### config.mk
export PLATFORM = sky130hd
export DESIGN_NAME = johnson_seq_monitor_flat
export DESIGN_NICKNAME = d
export VERILOG_FILES = /design/src/rtl/johnson_pkg.sv /design/src/rtl/johnson_seq_monitor_if.sv /design/src/rtl/jsm_event_fifo.sv /design/src/rtl/johnson_seq_monitor.sv /design/src/flat_wrapper.sv
export SDC_FILE = /design/constraint.sdc
export NUM_CORES = 1
export LEC_CHECK = 0
export CAP_MARGIN = 20
export CORE_MARGIN = 2
export CORE_UTILIZATION = 45
export CTS_BUF_LIST = sky130_fd_sc_hd__clkbuf_8
export CTS_CLUSTER_DIAMETER = 100
export DETAILED_ROUTE_END_ITERATION = 7
export GPL_TIMING_DRIVEN = 1
export HOLD_SLACK_MARGIN = 0.08
export PLACE_DENSITY = 0.74
export SKIP_CTS_REPAIR_TIMING = 1
export SLEW_MARGIN = 20
export SYNTH_ARGS = -nofsm -noshare
export SYNTH_HDL_FRONTEND = slang
export SYNTH_HIERARCHICAL = 1
export SYNTH_SLANG_ARGS = --single-unit
### constraint.sdc
create_clock -name i_clk -period 3.26 [get_ports i_clk]
set_input_delay 0.978 -clock i_clk [delete_from_list [all_inputs] [get_ports i_clk]]
set_output_delay 0.978 -clock i_clk [all_outputs]
set_load 0.02 [all_outputs]
### src/rtl/johnson_pkg.sv
// Shared Johnson-ring helpers: code generation/decoding for a ring of width w,
// the monitor FSM state encoding and phase-index sizing.
package johnson_pkg;

    localparam int JN_MAX_W  = 16;
    localparam int JN_PH_W   = $clog2(2 * JN_MAX_W);

    typedef enum logic [1:0] {
        JN_SYNC  = 2'd0,
        JN_TRACK = 2'd1,
        JN_ERR   = 2'd2
    } jn_state_e;

    typedef struct packed {
        logic               legal;
        logic [JN_PH_W-1:0] phase;
    } jn_dec_t;

    // Phases up to w fill ones from the bottom; later phases clear them from the bottom.
    function automatic logic [JN_MAX_W-1:0] jn_code(input int p, input int w);
        logic [JN_MAX_W-1:0] c;
        c = '0;
        for (int b = 0; b < JN_MAX_W; b++) begin
            if (b >= w) begin
                c[b] = 1'b0;
            end else if (p <= w) begin
                c[b] = (b < p);
            end else begin
                c[b] = (b >= p - w);
            end
        end
        return c;
    endfunction

    function automatic jn_dec_t jn_decode(input logic [JN_MAX_W-1:0] code, input int w);
        jn_dec_t d;
        d = '0;
        for (int p = 0; p < 2 * JN_MAX_W; p++) begin
            if ((p < 2 * w) && (code == jn_code(p, w))) begin
                d.legal = 1'b1;
                d.phase = JN_PH_W'(p);
            end
        end
        return d;
    endfunction

endpackage

### src/rtl/johnson_seq_monitor_if.sv
// Revolution-event stream (valid/ready) from the monitor to its consumer.
interface johnson_seq_monitor_if #(
    parameter int CNT_W = 8
);
    logic [CNT_W-1:0] rev_data;
    logic             rev_vld;
    logic             rev_rdy;

    modport master (output rev_data, output rev_vld, input  rev_rdy);
    modport slave  (input  rev_data, input  rev_vld, output rev_rdy);
endinterface

### src/rtl/jsm_event_fifo.sv
// Small event FIFO: valid/ready pop at the head, push reports a drop when full
// and not popped in the same cycle.
module jsm_event_fifo #(
    parameter  int DEPTH = 2,
    parameter  int DW    = 8,
    localparam int AW    = $clog2(DEPTH)
) (
    input  logic          clk,
    input  logic          rst,
    input  logic          push,
    input  logic [DW-1:0] push_data,
    output logic          drop,
    output logic [DW-1:0] head_data,
    output logic          head_vld,
    input  logic          pop_rdy
);

    logic [DW-1:0] mem_r [DEPTH];
    logic [AW-1:0] wr_ptr_r;
    logic [AW-1:0] rd_ptr_r;
    logic [AW:0]   cnt_r;
    logic          full_s;
    logic          pop_s;
    logic          wr_s;

    // Handshake decode; a pop frees the slot the same-cycle push lands in.
    always_comb begin
        head_vld  = (cnt_r != {(AW+1){1'b0}});
        head_data = mem_r[rd_ptr_r];
        full_s    = (cnt_r == (AW+1)'(DEPTH));
        pop_s     = head_vld & pop_rdy;
        wr_s      = push & (~full_s | pop_s);
        drop      = push & full_s & ~pop_s;
    end

    // Storage, pointers and occupancy.
    always_ff @(posedge clk or posedge rst) begin
        if (rst) begin
            for (int i = 0; i < DEPTH; i++) begin
                mem_r[i] <= '0;
            end
            wr_ptr_r <= '0;
            rd_ptr_r <= '0;
            cnt_r    <= '0;
        end else begin
            if (wr_s) begin
                mem_r[wr_ptr_r] <= push_data;
                wr_ptr_r        <= wr_ptr_r + AW'(1);
            end
            if (pop_s) begin
                rd_ptr_r <= rd_ptr_r + AW'(1);
            end
            case ({wr_s, pop_s})
                2'b10:   cnt_r <= cnt_r + (AW+1)'(1);
                2'b01:   cnt_r <= cnt_r - (AW+1)'(1);
                default: cnt_r <= cnt_r;
            endcase
        end
    end

endmodule

### src/rtl/johnson_seq_monitor.sv
// Johnson ring-code monitor: locks onto the phase, flags illegal steps, and
// streams revolution counts. Optional capture: JOHNSON_SEQ_MONITOR_ERR_CAPTURE_EN.
module johnson_seq_monitor
    import johnson_pkg::*;
#(
    parameter  int W           = 4,
    parameter  int CNT_W       = 8,
    parameter  int FIFO_DEPTH  = 2,
    parameter  int ALLOW_STALL = 1,
    localparam int PH_W        = $clog2(2 * W)
) (
    input  logic                  i_clk,
    input  logic                  i_arst,
    input  logic [W-1:0]          i_q,
    input  logic                  i_q_vld,
    input  logic                  i_clr,
    output logic [PH_W-1:0]       o_phase,
    output logic                  o_locked,
    output logic                  o_err,
    output logic                  o_ovf,
    johnson_seq_monitor_if.master rev_if,
    output logic [2*W-1:0]        o_err_code
);

    localparam logic [1:0]      ST_SYNC  = 2'(JN_SYNC);
    localparam logic [1:0]      ST_TRACK = 2'(JN_TRACK);
    localparam logic [1:0]      ST_ERR   = 2'(JN_ERR);
    localparam logic [PH_W-1:0] PH_LAST  = PH_W'(2 * W - 1);

    logic [1:0]       state_r;
    logic [PH_W-1:0]  phase_r;
    logic             locked_r;
    logic             err_r;
    logic             ovf_r;
    logic [CNT_W-1:0] rev_cnt_r;

    jn_dec_t          dec_s;
    logic [PH_W-1:0]  next_ph_s;
    logic             sample_s;
    logic             succ_s;
    logic             hold_s;
    logic             to_err_s;
    logic             wrap_s;
    logic             drop_s;
    logic [CNT_W-1:0] head_data_s;
    logic             head_vld_s;

    // Classify the current sample against the tracked phase.
    always_comb begin
        dec_s     = jn_decode(JN_MAX_W'(i_q), W);
        next_ph_s = (phase_r == PH_LAST) ? {PH_W{1'b0}} : (phase_r + PH_W'(1));
        sample_s  = i_q_vld & ~i_clr;
        succ_s    = dec_s.legal & (dec_s.phase == JN_PH_W'(next_ph_s));
        hold_s    = dec_s.legal & (dec_s.phase == JN_PH_W'(phase_r)) & (ALLOW_STALL != 0);
        if (sample_s && (state_r == ST_TRACK)) begin
            to_err_s = ~succ_s & ~hold_s;
            wrap_s   = succ_s & (phase_r == PH_LAST);
        end else begin
            to_err_s = 1'b0;
            wrap_s   = 1'b0;
        end
    end

    // Lock/track/error state machine and sticky flags; clear wins over everything.
    always_ff @(posedge i_clk or posedge i_arst) begin
        if (i_arst) begin
            state_r  <= ST_SYNC;
            phase_r  <= '0;
            locked_r <= 1'b0;
            err_r    <= 1'b0;
            ovf_r    <= 1'b0;
        end else if (i_clr) begin
            state_r  <= ST_SYNC;
            locked_r <= 1'b0;
            err_r    <= 1'b0;
            ovf_r    <= 1'b0;
        end else begin
            case (state_r)
                ST_SYNC: begin
                    if (sample_s && dec_s.legal) begin
                        state_r  <= ST_TRACK;
                        phase_r  <= dec_s.phase[PH_W-1:0];
                        locked_r <= 1'b1;
                    end
                end
                ST_TRACK: begin
                    if (to_err_s) begin
                        state_r  <= ST_ERR;
                        locked_r <= 1'b0;
                        err_r    <= 1'b1;
                    end else if (sample_s && succ_s) begin
                        phase_r <= dec_s.phase[PH_W-1:0];
                    end
                end
                ST_ERR: begin
                    state_r <= ST_ERR;
                end
                default: begin
                    state_r  <= ST_SYNC;
                    locked_r <= 1'b0;
                end
            endcase
            if (drop_s) begin
                ovf_r <= 1'b1;
            end
        end
    end

    // Revolution counter survives i_clr; it advances even when the event is dropped.
    always_ff @(posedge i_clk or posedge i_arst) begin
        if (i_arst) begin
            rev_cnt_r <= '0;
        end else if (wrap_s) begin
            rev_cnt_r <= rev_cnt_r + CNT_W'(1);
        end
    end

    jsm_event_fifo #(
        .DEPTH (FIFO_DEPTH),
        .DW    (CNT_W)
    ) u_fifo (
        .clk       (i_clk),
        .rst       (i_arst),
        .push      (wrap_s),
        .push_data (rev_cnt_r + CNT_W'(1)),
        .drop      (drop_s),
        .head_data (head_data_s),
        .head_vld  (head_vld_s),
        .pop_rdy   (rev_if.rev_rdy)
    );

    assign rev_if.rev_data = head_data_s;
    assign rev_if.rev_vld  = head_vld_s;
    assign o_phase         = phase_r;
    assign o_locked        = locked_r;
    assign o_err           = err_r;
    assign o_ovf           = ovf_r;

`ifdef JOHNSON_SEQ_MONITOR_ERR_CAPTURE_EN
    logic [2*W-1:0] err_code_r;

    // Only one TRACK->ERR can occur between clears, so the first error is what stays.
    always_ff @(posedge i_clk or posedge i_arst) begin
        if (i_arst) begin
            err_code_r <= '0;
        end else if (i_clr) begin
            err_code_r <= '0;
        end else if (to_err_s) begin
            err_code_r <= {W'(jn_code(int'(phase_r), W)), i_q};
        end
    end

    assign o_err_code = err_code_r;
`else
    assign o_err_code = {(2*W){1'b0}};
`endif

endmodule

### src/flat_wrapper.sv
// flat-port wrapper written by rule: the top's interface ports become plain ports
module johnson_seq_monitor_flat import johnson_pkg::*;
#(
    parameter  int W           = 4,
    parameter  int CNT_W       = 8,
    parameter  int FIFO_DEPTH  = 2,
    parameter  int ALLOW_STALL = 1,
    localparam int PH_W        = $clog2(2 * W)
)
  (i_clk, i_arst, i_q, i_q_vld, i_clr, o_phase, o_locked, o_err, o_ovf, o_err_code, rev_if_rev_data, rev_if_rev_vld, rev_if_rev_rdy);
  johnson_seq_monitor_if #(.CNT_W(CNT_W)) rev_if_i ();
  input  logic i_clk;
  input  logic i_arst;
  input  logic [W-1:0] i_q;
  input  logic i_q_vld;
  input  logic i_clr;
  output logic [PH_W-1:0] o_phase;
  output logic o_locked;
  output logic o_err;
  output logic o_ovf;
  output logic [2*W-1:0] o_err_code;
  output wire logic [$bits(rev_if_i.rev_data)-1:0] rev_if_rev_data;
  output wire logic [$bits(rev_if_i.rev_vld)-1:0] rev_if_rev_vld;
  input wire logic [$bits(rev_if_i.rev_rdy)-1:0] rev_if_rev_rdy;
  assign rev_if_rev_data = rev_if_i.rev_data;
  assign rev_if_rev_vld = rev_if_i.rev_vld;
  assign rev_if_i.rev_rdy = rev_if_rev_rdy;
  johnson_seq_monitor #(.W(W), .CNT_W(CNT_W), .FIFO_DEPTH(FIFO_DEPTH), .ALLOW_STALL(ALLOW_STALL)) u_core (.i_clk(i_clk), .i_arst(i_arst), .i_q(i_q), .i_q_vld(i_q_vld), .i_clr(i_clr), .o_phase(o_phase), .o_locked(o_locked), .o_err(o_err), .o_ovf(o_ovf), .rev_if(rev_if_i), .o_err_code(o_err_code));
endmodule
-- After elaboration in Yosys (flattened, before gate mapping)
Cells that the tools add are included.
- bits in registers: 36
- output and inout bits: 23
- logic and storage cells: 109
- add/subtract/negate cells: 6
- $lt $le $gt $ge: 3
- equality and inequality tests: 21
- muxes and demuxes: 35
- bitwise logic cells: 17
- reductions and logical operators: 16
- operators by type and width (kind ; number):
    $mux 6 ; 8
    $mux 8 ; 4
    $bwmux 16 ; 1
    $eq 4x4->1 const B ; 4
    $logic_not 16->1 ; 1
    $mux 3 ; 4
    $reduce_bool 2->1 ; 6
    $eq 5x3->1 ; 2
    $mux 1 ; 10
    $and 1x1->1 ; 9
    $add 8x1->8 const B ; 1
    $demux 8 s1 ; 1
    $eq 2x2->1 const B ; 3
    $mux 2 ; 3
    $ne 2x2->1 const B ; 3
    $ne 3x2->1 const B ; 2
    $pmux 2 s3 ; 1
    $pmux 3 s2 ; 1
    $not 1->1 ; 5
    $reduce_and 5->1 ; 1
    $eq 2x1->1 const B ; 2
    $eq 4x1->1 const B ; 1
    $eq 4x2->1 const B ; 1
    $eq 4x3->1 const B ; 1
    16 further kinds ; 23

-- Logic depth before layout (Yosys ltp)
- depth after elaboration: 17
- gate-level depth with buffers: 10
- gate-level depth less buffers: 10

-- Cells and area by module
Netlist, hierarchy kept.
- modules (own cells, without submodules) (module ; instances ; cells each ; area an instance (µm²) ; seq. area each (µm²)):
    johnson_seq_monitor ; 1 ; 143 ; 1303.8 ; 400.4
    jsm_event_fifo ; 1 ; 68 ; 927.1 ; 500.5

-- Worst setup path before layout
OpenSTA, ideal clock, no wires.
- path kind: input-to-reg
- start: input port i_q[0]
- end: register u_core/u_fifo/mem_r[10] (netlist name)
- setup time: 0.125 ns
- arrival: 2.911 ns
- required time: 3.135 ns
- path slack: 0.225 ns
- stages: 9
- buffers on the path: 1
- cells stage by stage: buf_2 > nor4b_1 > a2111oi_1 > a31oi_4 > nand3_1 > inv_1 > inv_2 > nor3_4 > mux2_2
- cells in the longest elaborated chain, start to end: 13
- elaborated cells between the ends (all ways): 21
- RTL lines (element ; line ; source):
    from (decl) ; flat_wrapper.sv:14 ; input logic [W-1:0] i_q;
    $eq 4x1->1 or $logic_not 16->1 (tied branches) ; -- ;
    $mux 6 (6 in a row) ; johnson_pkg.sv:39 ; if ((p < 2 * w) && (code == jn_code(p, w))) begin
    $mux 6 (*) ; johnson_pkg.sv:39 ;
    $eq 5x3->1 or $mux 6 (tied branches) ; johnson_seq_monitor.sv:53, johnson_pkg.sv:39 ;
    $and 1x1->1 (*) ; johnson_seq_monitor.sv:53 ; succ_s = dec_s.legal & (dec_s.phase == JN_PH_W'(next_ph_s));
    $and 1x1->1 (*) ; johnson_seq_monitor.sv:57 ; wrap_s = succ_s & (phase_r == PH_LAST);
    $mux 1 (*) ; johnson_seq_monitor.sv:55 ; if (sample_s && (state_r == ST_TRACK)) begin
    named net u_core.wrap_s ; johnson_seq_monitor.sv:43 ; logic wrap_s;
    $and 1x1->1 (*) ; jsm_event_fifo.sv:32 ; wr_s = push & (~full_s | pop_s);
    to (signal, indexed assignment) ; jsm_event_fifo.sv:47 ; mem_r[wr_ptr_r] <= push_data;
    to (decl) ; jsm_event_fifo.sv:18 ; logic [DW-1:0] mem_r [DEPTH];
Mark *: on every way through the listed nets, which the timed path passes. The rest lies on a longest branch.
A chain may end at the register's enable or synchronous reset.

-- Worst setup path after layout
- start: input port i_q[2]
- end: register u_core.phase_r[0], in the netlist u_core/o_phase[0]
- cells in the longest elaborated chain, start to end: 15
- elaborated cells between the ends (all ways): 34
- RTL lines (element ; line ; source):
    $eq 4x1->1 or $logic_not 16->1 (tied branches) ; -- ;
    $mux 6 (6 in a row) ; johnson_pkg.sv:39 ;
    $mux 6 (*) ; johnson_pkg.sv:39 ;
    $eq 5x3->1 (tied with other cells) ; johnson_seq_monitor.sv:53 ;
    $and 1x1->1, on equally long branches ; johnson_seq_monitor.sv:53, johnson_seq_monitor.sv:54 ;
    $not 1->1 ; johnson_seq_monitor.sv:56 ; to_err_s = ~succ_s & ~hold_s;
    $and 1x1->1 ; johnson_seq_monitor.sv:56 ;
    $mux 1 ; johnson_seq_monitor.sv:55 ;
    $ne 2x2->1 (no line) ; -- ;
    $reduce_and 5->1 (no line) ; -- ;
    to (signal assigned) ; johnson_seq_monitor.sv:82 ; phase_r <= dec_s.phase[PH_W-1:0];
    to (signal assigned) ; johnson_seq_monitor.sv:92 ; phase_r <= dec_s.phase[PH_W-1:0];
    to (decl) ; johnson_seq_monitor.sv:31 ; logic [PH_W-1:0] phase_r;
Mark *: on every way between the ends. The rest lies on a longest branch, timed or not. The select of a mux whose other input is x is not followed.

==> flow_metrics.tcl <==
set metrics [dict create \
    holdWs_ns 0.5004 \
    vdd_ir_drop_max_uv 259.4 \
    wl_per_cell_um 12.30 \
    grt_pass1_wl_mm 7.148 \
    synth_fa_ha_area_share_pct 3.365 \
    numCtsBuffers 5 \
    worst_skew_pair.late_latency_ns 0.29 \
    grt_usage_pct 16.84 \
    p_clk_share_pct 28.4 \
    clock_skew_ns 0.008625 \
    switchingPower_mw 0.4638 \
    clk_pin_slew_ns 0.07 \
    grt_max_degree 21 \
    post-route-period-util_pct 92.05 \
    synth_flop_cell "dfrtp_1" \
    ys_warn_count 6 \
    place.gp.congestion 0.8329 \
    avgSynthCellArea_um2 10.57 \
    viasPerCell 4.991 \
    fin_crit_ns 3.001 \
    power_frac_seq_pct 38.1 \
    status "finished, final reports clean" \
    rows 25 \
    drive_gt1_share_pct 25.39 \
    p_leak_nw 1.341 \
    layout_commonest_cell "dfrtp_1" \
    synthesis.instances 211 \
    area_growth_pct 24.34 \
    cp-start-kind "input pin" \
    r2r-start "u_core/o_phase[0]" \
    drv_slew 0 \
    synth_mux_area_share_pct 17.16 \
    synthTopCellsByArea "dfrtp_1 40%, mux2_2 13%, xor2_1 3.9%, ha_1 3.4%, xnor2_1 3.1%" \
    vias 1612 \
    path_class "in -> reg" \
    place_hpwl_mm 3.114 \
    wirelength_mm 3.974 \
    intPower_mw 1.018 \
    tns_ns 0 \
    io_pins 32 \
    yosysTopAreaCellShare_pct 40.38 \
    clock_sinks 36 \
    start_util_pct 46.92 \
    synth-simple-area-share_pct 15.03 \
    p_per_area_mw_per_mm2 534.2 \
    dr.pass1.iters 4 \
    synth_top_area_cell "dfrtp_1" \
    grt_remaining_overflow 0 \
    cp.arrival_ns 3.17 \
    fmax_mhz 333.3 \
    die_h_um 74.41 \
    min_path_type "reg -> reg" \
    grt_pass1_vias 1547 \
    tightest_slew_ns 0.7626 \
    rsz0062_at_grt "no" \
    synth_cell_type_count 53 \
    worstHoldStart "u_core/o_ovf" \
    diodes 0 \
    end_kind "flip-flop" \
    drt_iter0_drc 57 \
    cts-root-buf "clkbuf_8" \
    die_area_mm2 0.005537 \
    synthArstFlopShare_pct 100.0 \
    die_x_um 74.41 \
    relSlewSlack_pct 49.10 \
    seq_area_um2 900.9 \
    port_buffers 23 \
    synth_edf_count 0 \
    worst_ep_required_time_ns 3.43 \
    synth-xor-area-share_pct 7.796 \
    setup_violations 0 \
    cts_max_level 2 \
    comb_power_share_pct 33.4 \
    core_region_area_mm2 0.004755 \
    critPathLaunch "i_q[2]" \
    synth-compound-area-share_pct 9.366 \
    crit_fanout 6 \
    syn_area_mm2 0.002231 \
    cts_tree "yes" \
    cap_violations 0 \
    synth_top_family_by_area "multiplexers" \
    drc 0 \
    hold_viol 0 \
    antenna_found_initial 0 \
    p_sw_share_pct 31.30 \
    ant_nets 0 \
    nNetsFinal 270 \
    multi_input_comb_area_mm2 0.001206 \
    synth.ff_latch_count 36 \
    cts_buffer_depth 2 \
    fillers 405 \
    layout_common_cells "36 x dfrtp_1, 25 x mux2_2, 23 x clkdlybuf4s50_1, 21 x buf_4, 12 x nor2_1" \
    seq_area_frac_synth_pct 40.38 \
]
==> path summary, 6_finish.rpt <==
check                                         end  slack (ns)  depth (start not counted)
setup / recovery                u_core/o_phase[0]        0.26                          8
hold / removal                       u_core/o_ovf        0.50                          2
setup reg to reg           u_core/u_fifo/mem_r[6]        0.54                         10
hold reg to reg                      u_core/o_ovf        0.50                          2
max in group asynchronous  u_core/u_fifo/mem_r[1]        1.62                          2
min in group asynchronous            u_core/o_ovf        1.08                          2
==> kinds of logic after synthesis <==
| kind of cell | after synthesis |
|---|---|
| and+or+nand+nor | 60 |
| DFF | 36 |
| muxes | 34 |
| buffers and inverters | 28 |
| AOI/OAI and AO/OA | 27 |
| xor gates and xnor gates | 19 |
| adders and majority gates | 6 |
| other | 1 |
==> stage by stage <==
stage / total power [mW] / worst slack, ns / instances / utilization [%] / cell area [µm²]
5_1_grt: 1.588 / 0.05023 / 323 / 58.34 / 2774
3_3_place_gp: 1.064 / -0.03461 / 315 / 55.68 / 2648
2_1_floorplan: 0.9058 / 0.2245 / 218 / - / 2257
3_5_place_dp: 1.074 / -0.04532 / 315 / 55.68 / 2648
4_1_cts: 1.503 / 0.2620 / 323 / 58.34 / 2774
6_report: 1.482 / 0.2593 / 323 / 58.34 / 2774
==> Yosys cell counts (3+ instances only) <==
| master | count |
|---|---|
| dfrtp_1 | 36 |
| mux2_2 | 25 |
| nor2_1 | 12 |
| inv_1 | 11 |
| nand2_1 | 11 |
| xor2_1 | 10 |
| buf_4 | 9 |
| xnor2_1 | 8 |
| nand3_1 | 7 |
| ha_1 | 6 |
| mux2i_1 | 6 |
| a21oi_1 | 5 |
| nor3_1 | 5 |
| nor2b_1 | 4 |
| o21ai_0 | 4 |
| and3_1 | 3 |
| buf_2 | 3 |
| nand2b_1 | 3 |
| nand4_1 | 3 |
==> critical path, cell delays in order <==
cell and delay, ns:
clkdlybuf4s50_1 0.57, buf_4 0.18, xor2_1 0.22, o21ai_0 0.09, or3b_1 0.21, nand3_1 0.10, a2111o_1 0.51, mux2_4 0.32
==> layout make-up <==
class                           count  share of cell area [%]
Clock inverter                      1                   1.083
Multi-Input combinational cell    154                   43.48
Inverter                           13                   1.759
Sequential cell                    36                   32.48
Timing Repair Buffer               45                   14.70
Tap cell                           67                   3.022
Clock buffer                        7                   3.473
==> routing by layer <==
layer | global-route usage (%) | wire length (µm) | vias up
met1 | 21.33 | 1866 | 764
met2 | 28.71 | 1940 | 24
met4 | 4.762 | 51 | 0
li1 | - | - | 818
met3 | 4.065 | 116 | 6
met5 | 0 | 0 | -
==> power groups by stage <==
stage	logic (mW)	clock network (mW)	registers (mW)
floorplan	0.344	0	0.562
global placement	0.488	0	0.576
detailed placement	0.500	0	0.575
CTS	0.500	0.434	0.569
global route	0.552	0.456	0.580
finish	0.496	0.421	0.565
==> flip-flops by register name (all words and copies together) (netlist names) <==
register,flops
u_core/u_fifo/cnt_r,2
u_core/o_ovf,1
u_core/o_phase,3
u_core/u_fifo/wr_ptr_r,1
u_core/rev_cnt_r,8
u_core/o_locked,1
u_core/u_fifo/rd_ptr_r,1
u_core/u_fifo/mem_r,16
u_core/state_r,2
u_core/o_err,1
No activity file was read; power rests on OpenSTA's default activity.
